--- src/rtl/mem_arbiter.sv ---
// mem_arbiter: shares one single-port memory between the instruction-fetch and
// data-access ports, one fixed-length access at a time, with a one-cycle ready pulse.
// Build option: define MEM_ARB_ROUND_ROBIN_EN to alternate grants on conflicts;
// without it the data side always wins a conflict.
module mem_arbiter #(
    parameter int unsigned WORD_SIZE   = 16,
    parameter int unsigned MEM_LATENCY = 2
) (
    input  logic                 clk,
    input  logic                 reset,
    input  logic                 i_req,
    input  logic                 i_we,
    input  logic [WORD_SIZE-1:0] i_addr,
    input  logic [WORD_SIZE-1:0] i_wdata,
    output logic [WORD_SIZE-1:0] i_rdata,
    output logic                 i_ready,
    input  logic                 d_req,
    input  logic                 d_we,
    input  logic [WORD_SIZE-1:0] d_addr,
    input  logic [WORD_SIZE-1:0] d_wdata,
    output logic [WORD_SIZE-1:0] d_rdata,
    output logic                 d_ready,
    output logic                 mem_read,
    output logic                 mem_write,
    output logic [WORD_SIZE-1:0] mem_addr,
    output logic [WORD_SIZE-1:0] mem_wdata,
    input  logic [WORD_SIZE-1:0] mem_rdata,
    output logic                 grant_d,
    output logic                 busy
);

    localparam int unsigned CNT_W = 4;

    typedef enum logic [1:0] {
        IDLE   = 2'd0,
        ACCESS = 2'd1,
        DONE   = 2'd2
    } state_t;

    state_t               state_q, state_d;
    logic [CNT_W-1:0]     cnt_q, cnt_d;
    logic                 we_q, we_d;
    logic [WORD_SIZE-1:0] addr_q, addr_d;
    logic [WORD_SIZE-1:0] wdata_q, wdata_d;
    logic                 grant_data_q, grant_data_d;
    logic                 mem_read_q, mem_read_d;
    logic                 mem_write_q, mem_write_d;
    logic                 i_ready_q, i_ready_d;
    logic                 d_ready_q, d_ready_d;
    logic [WORD_SIZE-1:0] i_rdata_q, i_rdata_d;
    logic [WORD_SIZE-1:0] d_rdata_q, d_rdata_d;
    logic                 busy_q, busy_d;
    logic                 pick_data;

`ifdef MEM_ARB_ROUND_ROBIN_EN
    logic last_d_q, last_d_d;

    // Conflict goes to the side not granted last time; pointer updates on every grant.
    always_comb begin
        pick_data = d_req && (!i_req || !last_d_q);
        last_d_d  = last_d_q;
        if (state_q == IDLE && (i_req || d_req)) begin
            last_d_d = pick_data;
        end
    end

    // Last-grant pointer, cleared to "instruction" so the first conflict grants data.
    always_ff @(posedge clk) begin
        if (reset) begin
            last_d_q <= 1'b0;
        end else begin
            last_d_q <= last_d_d;
        end
    end
`else
    // Fixed priority: data wins any conflict.
    always_comb begin
        pick_data = d_req;
    end
`endif

    // Next-state and registered-output computation for IDLE -> ACCESS -> DONE.
    always_comb begin
        state_d      = state_q;
        cnt_d        = cnt_q;
        we_d         = we_q;
        addr_d       = addr_q;
        wdata_d      = wdata_q;
        grant_data_d = grant_data_q;
        mem_read_d   = 1'b0;
        mem_write_d  = 1'b0;
        i_ready_d    = 1'b0;
        d_ready_d    = 1'b0;
        i_rdata_d    = i_rdata_q;
        d_rdata_d    = d_rdata_q;

        unique case (state_q)
            IDLE: begin
                if (i_req || d_req) begin
                    state_d      = ACCESS;
                    grant_data_d = pick_data;
                    we_d         = pick_data ? d_we    : i_we;
                    addr_d       = pick_data ? d_addr  : i_addr;
                    wdata_d      = pick_data ? d_wdata : i_wdata;
                    cnt_d        = CNT_W'(MEM_LATENCY - 1);
                    mem_read_d   = !we_d;
                    mem_write_d  = we_d;
                end
            end
            ACCESS: begin
                if (cnt_q == '0) begin
                    // Last strobe cycle: memory data is valid now.
                    state_d   = DONE;
                    i_ready_d = !grant_data_q;
                    d_ready_d = grant_data_q;
                    if (!we_q) begin
                        if (grant_data_q) begin
                            d_rdata_d = mem_rdata;
                        end else begin
                            i_rdata_d = mem_rdata;
                        end
                    end
                end else begin
                    cnt_d       = cnt_q - CNT_W'(1);
                    mem_read_d  = !we_q;
                    mem_write_d = we_q;
                end
            end
            DONE: begin
                // No arbitration here, so a still-held request is not served twice.
                state_d = IDLE;
            end
            default: begin
                state_d = IDLE;
            end
        endcase

        busy_d = (state_d != IDLE);
    end

    // State and output registers with synchronous reset; reset aborts any access.
    always_ff @(posedge clk) begin
        if (reset) begin
            state_q      <= IDLE;
            cnt_q        <= '0;
            we_q         <= 1'b0;
            addr_q       <= '0;
            wdata_q      <= '0;
            grant_data_q <= 1'b0;
            mem_read_q   <= 1'b0;
            mem_write_q  <= 1'b0;
            i_ready_q    <= 1'b0;
            d_ready_q    <= 1'b0;
            i_rdata_q    <= '0;
            d_rdata_q    <= '0;
            busy_q       <= 1'b0;
        end else begin
            state_q      <= state_d;
            cnt_q        <= cnt_d;
            we_q         <= we_d;
            addr_q       <= addr_d;
            wdata_q      <= wdata_d;
            grant_data_q <= grant_data_d;
            mem_read_q   <= mem_read_d;
            mem_write_q  <= mem_write_d;
            i_ready_q    <= i_ready_d;
            d_ready_q    <= d_ready_d;
            i_rdata_q    <= i_rdata_d;
            d_rdata_q    <= d_rdata_d;
            busy_q       <= busy_d;
        end
    end

    assign mem_read  = mem_read_q;
    assign mem_write = mem_write_q;
    assign mem_addr  = addr_q;
    assign mem_wdata = wdata_q;
    assign i_ready   = i_ready_q;
    assign d_ready   = d_ready_q;
    assign i_rdata   = i_rdata_q;
    assign d_rdata   = d_rdata_q;
    assign grant_d   = grant_data_q;
    assign busy      = busy_q;

endmodule

--- config.mk ---
export PLATFORM = sky130hd
export DESIGN_NAME = mem_arbiter
export DESIGN_NICKNAME = d
export VERILOG_FILES = /design/src/rtl/mem_arbiter.sv
export SDC_FILE = /design/constraint.sdc
export NUM_CORES = 1
export LEC_CHECK = 0
export CORE_MARGIN = 10
export CORE_UTILIZATION = 37
export DETAILED_ROUTE_END_ITERATION = 8
export MAX_ROUTING_LAYER = met4
export PLACE_DENSITY = 0.84
export RECOVER_POWER = 100
export SLEW_MARGIN = 20
export SYNTH_ARGS = -nofsm -noshare
export SYNTH_HDL_FRONTEND = slang
export SYNTH_SLANG_ARGS = --single-unit
--- constraint.sdc ---
create_clock -name clk -period 1.9 [get_ports clk]
set_input_delay 0.19 -clock clk [delete_from_list [all_inputs] [get_ports clk]]
set_output_delay 0.19 -clock clk [all_outputs]
set_load 0.005 [all_outputs]
==> summary.md, run 1 <==
| Metric | Value |
|---|---|
| Max Slew Vio Count | `0` |
| Clk_skew | `0.00997 ns` |
| Crit Path Category | `reg2reg` |
| Port Buffer Count | `155` |
| Hold Path Class | `in2reg` |
| Vias in the first global route | `3164` |
| Drt initial violations | `132` |
| Post-synth cell types | `36` |
| CTS tree | `done` |
| Leakage power | `0.00223 uW` |
| Final hold vios | `0` |
| VDD IR-drop max | `0.382 mV` |
| Critical path's slowest cell | `or3b_4` |
| Largest net degree at the start of global routing | `81` |
| Syn_area_per_cell | `10.1 um^2` |
| Die X | `115 um` |
| Layout Nets | `570` |
| Crit path launch type | `register` |
| CP cell instances | `inv_1 > ha_1 > or3b_4 > clkbuf_2 > nor4_2 > buf_6 > mux2i_1` |
| Placed insts | `578` |
| Yosys reg bits | `77` |
| H-tree lvl count | `3` |
| Share of layout cells above drive strength 1 | `8.42%` |
| DR vias/cell | `5.05` |
| Critical Path RT | `2.16 ns` |
| Ant. Diodes | `0` |
| Initial Utilization | `38.2%` |
| WL per Instance | `17.2 um` |
| Final setup viols | `0` |
| Cell area after synthesis | `3350 um^2` |
| Top delay family on crit path | `simple AND/OR/NAND/NOR gates` |
| # Max-Cap Violations | `0` |
| Drt pass-1 iters | `4` |
| Status | `finished clean` |
| Post-synth EDFFs | `0` |
| CTS buffer count | `9` |
| Final wirelength | `10.2 mm` |
| Max Fclk | `0.546 GHz` |
| Crit path DAT | `2.09 ns` |
| Final setup TNS | `0 ns` |
| Minimum clock period | `1.83 ns` |
| Gr ovfl total | `0` |
| Top sig layer | `met4` |
| Clock Latency Late Sink | `0.34 ns` |
| Met2 WL post-DR | `4.82 mm` |
| First-pass GRT wire length | `16.0 mm` |
| Slew @ Worst Pin | `0.699 ns` |
| Most frequent cell after synthesis | `dfxtp_1` |
| DP HPWL | `7.84 mm` |
| Fill cell count | `768` |
| Bufs on Longest Clock Path | `2` |
| Area leader, netlist | `dfxtp_1` |
| Yosys warning count | `0` |
| Rows | `34` |
| Finished Layout Cells | `595` |
| GRT Total Usage | `15.3%` |
| Post-Syn Nets | `421` |
| Clock Root Buffer | `clkbuf_8` |
| Max FO, Critical Path | `6` |
| FFs w/ async S/R, synth | `0%` |
| Core area | `8760 um^2` |
| TritonCTS Sinks | `77` |
| Worst Setup End Kind | `register` |
| Primary FF master, synth | `dfxtp_1` |
| Wl on met1 | `4.38 mm` |
| Synth-to-Final Area Change | `56.0%` |
| Die ar. | `13300 um^2` |
| Synth top area share | `46.0%` |
| Pwr dens | `793 nW/um^2` |
| Buf+Inv Stages, Crit Path | `3` |
| Final Power | `4140 uW` |
| Reg clk slew, reported paths | `0.08 ns` |
| Via count | `3005` |
| Slew HR | `53.4%` |
| Seq/Total Area, Yosys | `46.0%` |
| Post-DRT Antenna Nets | `0` |
| Met3 wire len | `855 um` |
| Synth top area cells | `dfxtp_1 (46%), mux2i_1 (19%), nand2b_1 (9.2%)` |
| Most common library cells after synthesis | `dfxtp_1 (77), mux2i_1 (64), nand2b_1 (49)` |
| DRC viols | `0` |
| Final GP Congestion | `0.767` |
| Initial antenna violation count | `0` |
| Final worst-path cycle share | `96.4%` |
| Synth Instances | `333` |
| Slowest cell delay on critical path | `0.40 ns` |
| Die Height | `115 um` |
| I/O Pins | `156` |
==> routing by layer <==
metal,vias up,GRT usage [%]
met5,-,-
met4,0,4.95
met3,13,5.78
met2,112,24.1
met1,1385,17.5
li1,1495,-
==> worst paths after layout <==
| path | start | to | slack [ns] | cells after the start |
|---|---|---|---|---|
| max | cnt_q[1] | i_rdata[3] | 0.07 | 7 |
| min | reset | we_q | 0.17 | 2 |
| max reg2reg | cnt_q[1] | i_rdata[3] | 0.07 | 7 |
| min reg2reg | d_rdata[7] | d_rdata[7] | 0.47 | 2 |
==> through the flow <==
stage	utilization (%)	instance area [um^2]	setup slack, ns	hold slack, ns
2_1_floorplan	-	3350	0.0508	0.366
3_3_place_gp	57.1	5010	0.0812	0.459
3_5_place_dp	57.1	5010	-0.00363	0.468
4_1_cts	59.5	5210	0.0494	0.145
5_1_grt	59.6	5230	-0.0343	0.192
6_report	59.6	5230	0.0691	0.171
==> layout make-up <==
cell class	count	area, um^2	share of cell area (%)
timing repair buffer	166	1640	31.4
clock buffer	9	124	2.37
inverter	5	18.8	0.359
sequential	77	1540	29.5
clock inverter	7	81.3	1.56
tap	108	135	2.59
multi-input combinational	223	1680	32.2
==> registers in the layout, summed over array words and instances, names as in the netlist, 2 cells and up <==
signal	cells
d_rdata	16
mem_addr	16
cnt_q	4
state_q	2
i_rdata	16
mem_wdata	16
==> worst register-to-register path, cell delays in order (launching register included) <==
cell and delay (ns):
dfxtp_1 0.32, inv_1 0.08, ha_1 0.16, or3b_4 0.40
clkbuf_2 0.15, nor4_2 0.25, buf_6 0.18, mux2i_1 0.20
==> cell families after synthesis <==
group,after synthesis,share of synthesized area [%]
AND/OR/NAND/NOR,76,14.6
buffers and inverters,33,4.07
multiplexers,65,19.5
AO/OA/AOI/OAI,80,15.1
flip-flops,77,46.0
adder cells (fa/ha/maj),2,0.747
==> power by group <==
part           internal, uW  switching [uW]
Combinational           573             446
Sequential             1770            90.8
Clock                   625             639
==> placed cells by master (no fill, tap or decap), drive strengths merged, types with 2 or more instances in the layout <==
master	instances
dfxtp	77
a211oi	33
clkdlybuf4s50	82
nand3	2
clkinvlp	3
mux2i	64
buf	10
o21ai	3
a21oi	37
or3	2
inv	8
or4	3
ha	2
or2	2
nand2b	49
nor2b	2
nor2	5
nor3	3
clkbuf	12
dlygate4sd3	71
==> timing repair <==
item,in CTS,in global routing
buffers inserted,0,0
resized for setup,0,9
cloned,0,1
setup endpoints to repair,3,26
pin swaps,1,1
hold buffers,0,0
Power figures use the tool's default switching activity.
==> run 2: changes to the inputs <==
REMOVE_ABC_BUFFERS = 1   (was not set)
==> run 2 against run 1 <==
- combinational power hardly changed
- core utilization is 0.11 points lower
- non-clock buffer count is 1 lower
- sequential cell count stayed put
- via count is 0.83% lower
==> summary.md, run 2 (same netlist as run 1, synthesis figures left out) <==
| Metric | Value |
|---|---|
| Max Slew Vio Count | `0` |
| I/O Pins | `156` |
| Met3 wire len | `963 um` |
| NetSw | `1160 uW` |
| Top sig layer | `met4` |
| Internal power consumption | `2990 uW` |
| Initial Utilization | `38.2%` |
| Drt initial violations | `82` |
| Leakage power | `0.00223 uW` |
| Hold depth | `2` |
| Vias in the first global route | `3150` |
| # Max-Cap Violations | `0` |
| Ant. Diodes | `0` |
| Rows | `34` |
| Largest net degree at the start of global routing | `75` |
| Final wirelength | `9.92 mm` |
| Max FO, Critical Path | `10` |
| Commonest non-fill, non-tap cells in the layout | `clkdlybuf4s50_1 (83), dfxtp_1 (77), dlygate4sd3_1 (70)` |
| FF-to-FF End | `i_rdata[9]` |
| CTS tree | `done` |
| FF-to-FF path depth | `5` |
| Drt pass-1 iters | `4` |
| Max Fclk | `0.548 GHz` |
| Core area | `8760 um^2` |
| Wl on met1 | `4.37 mm` |
| Final Power | `4140 uW` |
| Final worst-path cycle share | `96.0%` |
| Slew HR | `50.2%` |
| Post-DRT Antenna Nets | `0` |
| Clk_skew | `0.0109 ns` |
| R2r setup slk | `0.08 ns` |
| Die ar. | `13300 um^2` |
| Initial antenna violation count | `0` |
| CTS Hold Buffers Added | `0` |
| Met2 WL post-DR | `4.51 mm` |
| VDD IR-drop max | `0.361 mV` |
| Synth-to-Final Area Change | `55.7%` |
| Crit path launch type | `register` |
| Crit path DAT | `2.05 ns` |
| H-tree lvl count | `3` |
| Hold_sp | `reset` |
| Port Buffer Count | `155` |
| Sequential share of power | `44.9%` |
| DP HPWL | `7.61 mm` |
| Critical Path RT | `2.13 ns` |
| Hold Path Class | `in2reg` |
| Crit Path Category | `reg2reg` |
| Final GP Congestion | `0.835` |
| Final hold vios | `0` |
| DR vias/cell | `5.02` |
| Slew @ Worst Pin | `0.747 ns` |
| Clock Latency Late Sink | `0.35 ns` |
| Multi-input combinational cell area | `1680 um^2` |
| Gr ovfl total | `0` |
| Worst Setup End Kind | `register` |
| CTS buffer count | `9` |
| Layout Nets | `569` |
| Fill cell count | `761` |
| WL per Instance | `16.7 um` |
| Status | `finished clean` |
| First-pass GRT wire length | `15.7 mm` |
| GRT Total Usage | `15.0%` |
| Share of layout cells above drive strength 1 | `7.82%` |
| Comb power frac | `24.3%` |
| Die Height | `115 um` |
| Reg area | `1540 um^2` |
| Clock Root Buffer | `clkbuf_8` |
| Pwr dens | `795 nW/um^2` |
| Clock share of power | `30.9%` |
| Final setup viols | `0` |
| TritonCTS Sinks | `77` |
| Minimum clock period | `1.82 ns` |
| Reg-to-Reg Start | `cnt_q[0]` |
| Commonest non-fill, non-tap cell in the layout | `clkdlybuf4s50_1` |
| Sw Share | `27.9%` |
| DRC viols | `0` |
| Bufs on Longest Clock Path | `2` |
| Reg clk slew, reported paths | `0.08 ns` |
| Via count | `2980` |
| Worst hold slack | `0.217 ns` |
| Hold EP | `grant_d` |
| Die X | `115 um` |
==> run 2: metrics by stage <==
step | util [%] | instances | setup slack (ns) | TNS [ns] | instance area, um^2
6_report | 59.5 | 594 | 0.0761 | 0 | 5220
5_1_grt | 59.5 | 594 | -0.0116 | -0.0116 | 5220
4_1_cts | 59.5 | 594 | 0.00128 | 0 | 5220
3_5_place_dp | 57.1 | 578 | 0.0171 | 0 | 5010
3_3_place_gp | 57.1 | 578 | 0.0858 | 0 | 5010
2_1_floorplan | - | 305 | -1.05 | -16.06 | 3230
==> run 2: final cells by class <==
class                           count  area share (%)
Multi-Input combinational cell    223            32.3
Sequential cell                    77            29.6
Clock inverter                      6            1.34
Tap cell                          108            2.59
Timing Repair Buffer              165            31.2
Inverter                            5           0.360
Clock buffer                       10            2.64
==> run 2: how the worst max path moves through the flow <==
stage	start	to	cells after the start
after floorplan	cnt_q[0]	d_rdata[10]	5
after global placement	cnt_q[0]	i_rdata[6]	5
after detailed placement	cnt_q[0]	i_rdata[2]	7
after CTS	cnt_q[0]	i_rdata[2]	7
after global routing	cnt_q[0]	i_rdata[0]	7
final	cnt_q[0]	i_rdata[9]	5
==> run 2: layer usage <==
layer | track usage [%] | vias to the layer above
met5 | - | -
li1 | - | 1483
met1 | 17.2 | 1364
met3 | 7.19 | 6
met2 | 22.9 | 127
met4 | 3.80 | 0
==> run 2: power by group through the flow <==
stage	clock network (uW)	logic (uW)	registers, uW
2_1_floorplan	0	410	1900
3_5_place_dp	0	1070	1900
3_3_place_gp	0	1040	1890
5_1_grt	1400	1100	1880
6_report	1280	1010	1860
4_1_cts	1310	1070	1870
==> run 2: critical path, cell delays in order (launching register included) <==
cell and delay [ns]:
dfxtp_1 0.34, inv_1 0.10, ha_1 0.16, or3b_1 0.39, or4_4 0.56, mux2i_1 0.16
==> run 2: repair_timing <==
item / CTS / global route
buffers inserted: 0 / 0
gates resized for setup: 0 / 2
endpoints found under the setup margin: 0 / 17
endpoints found under the hold margin: 0 / 0
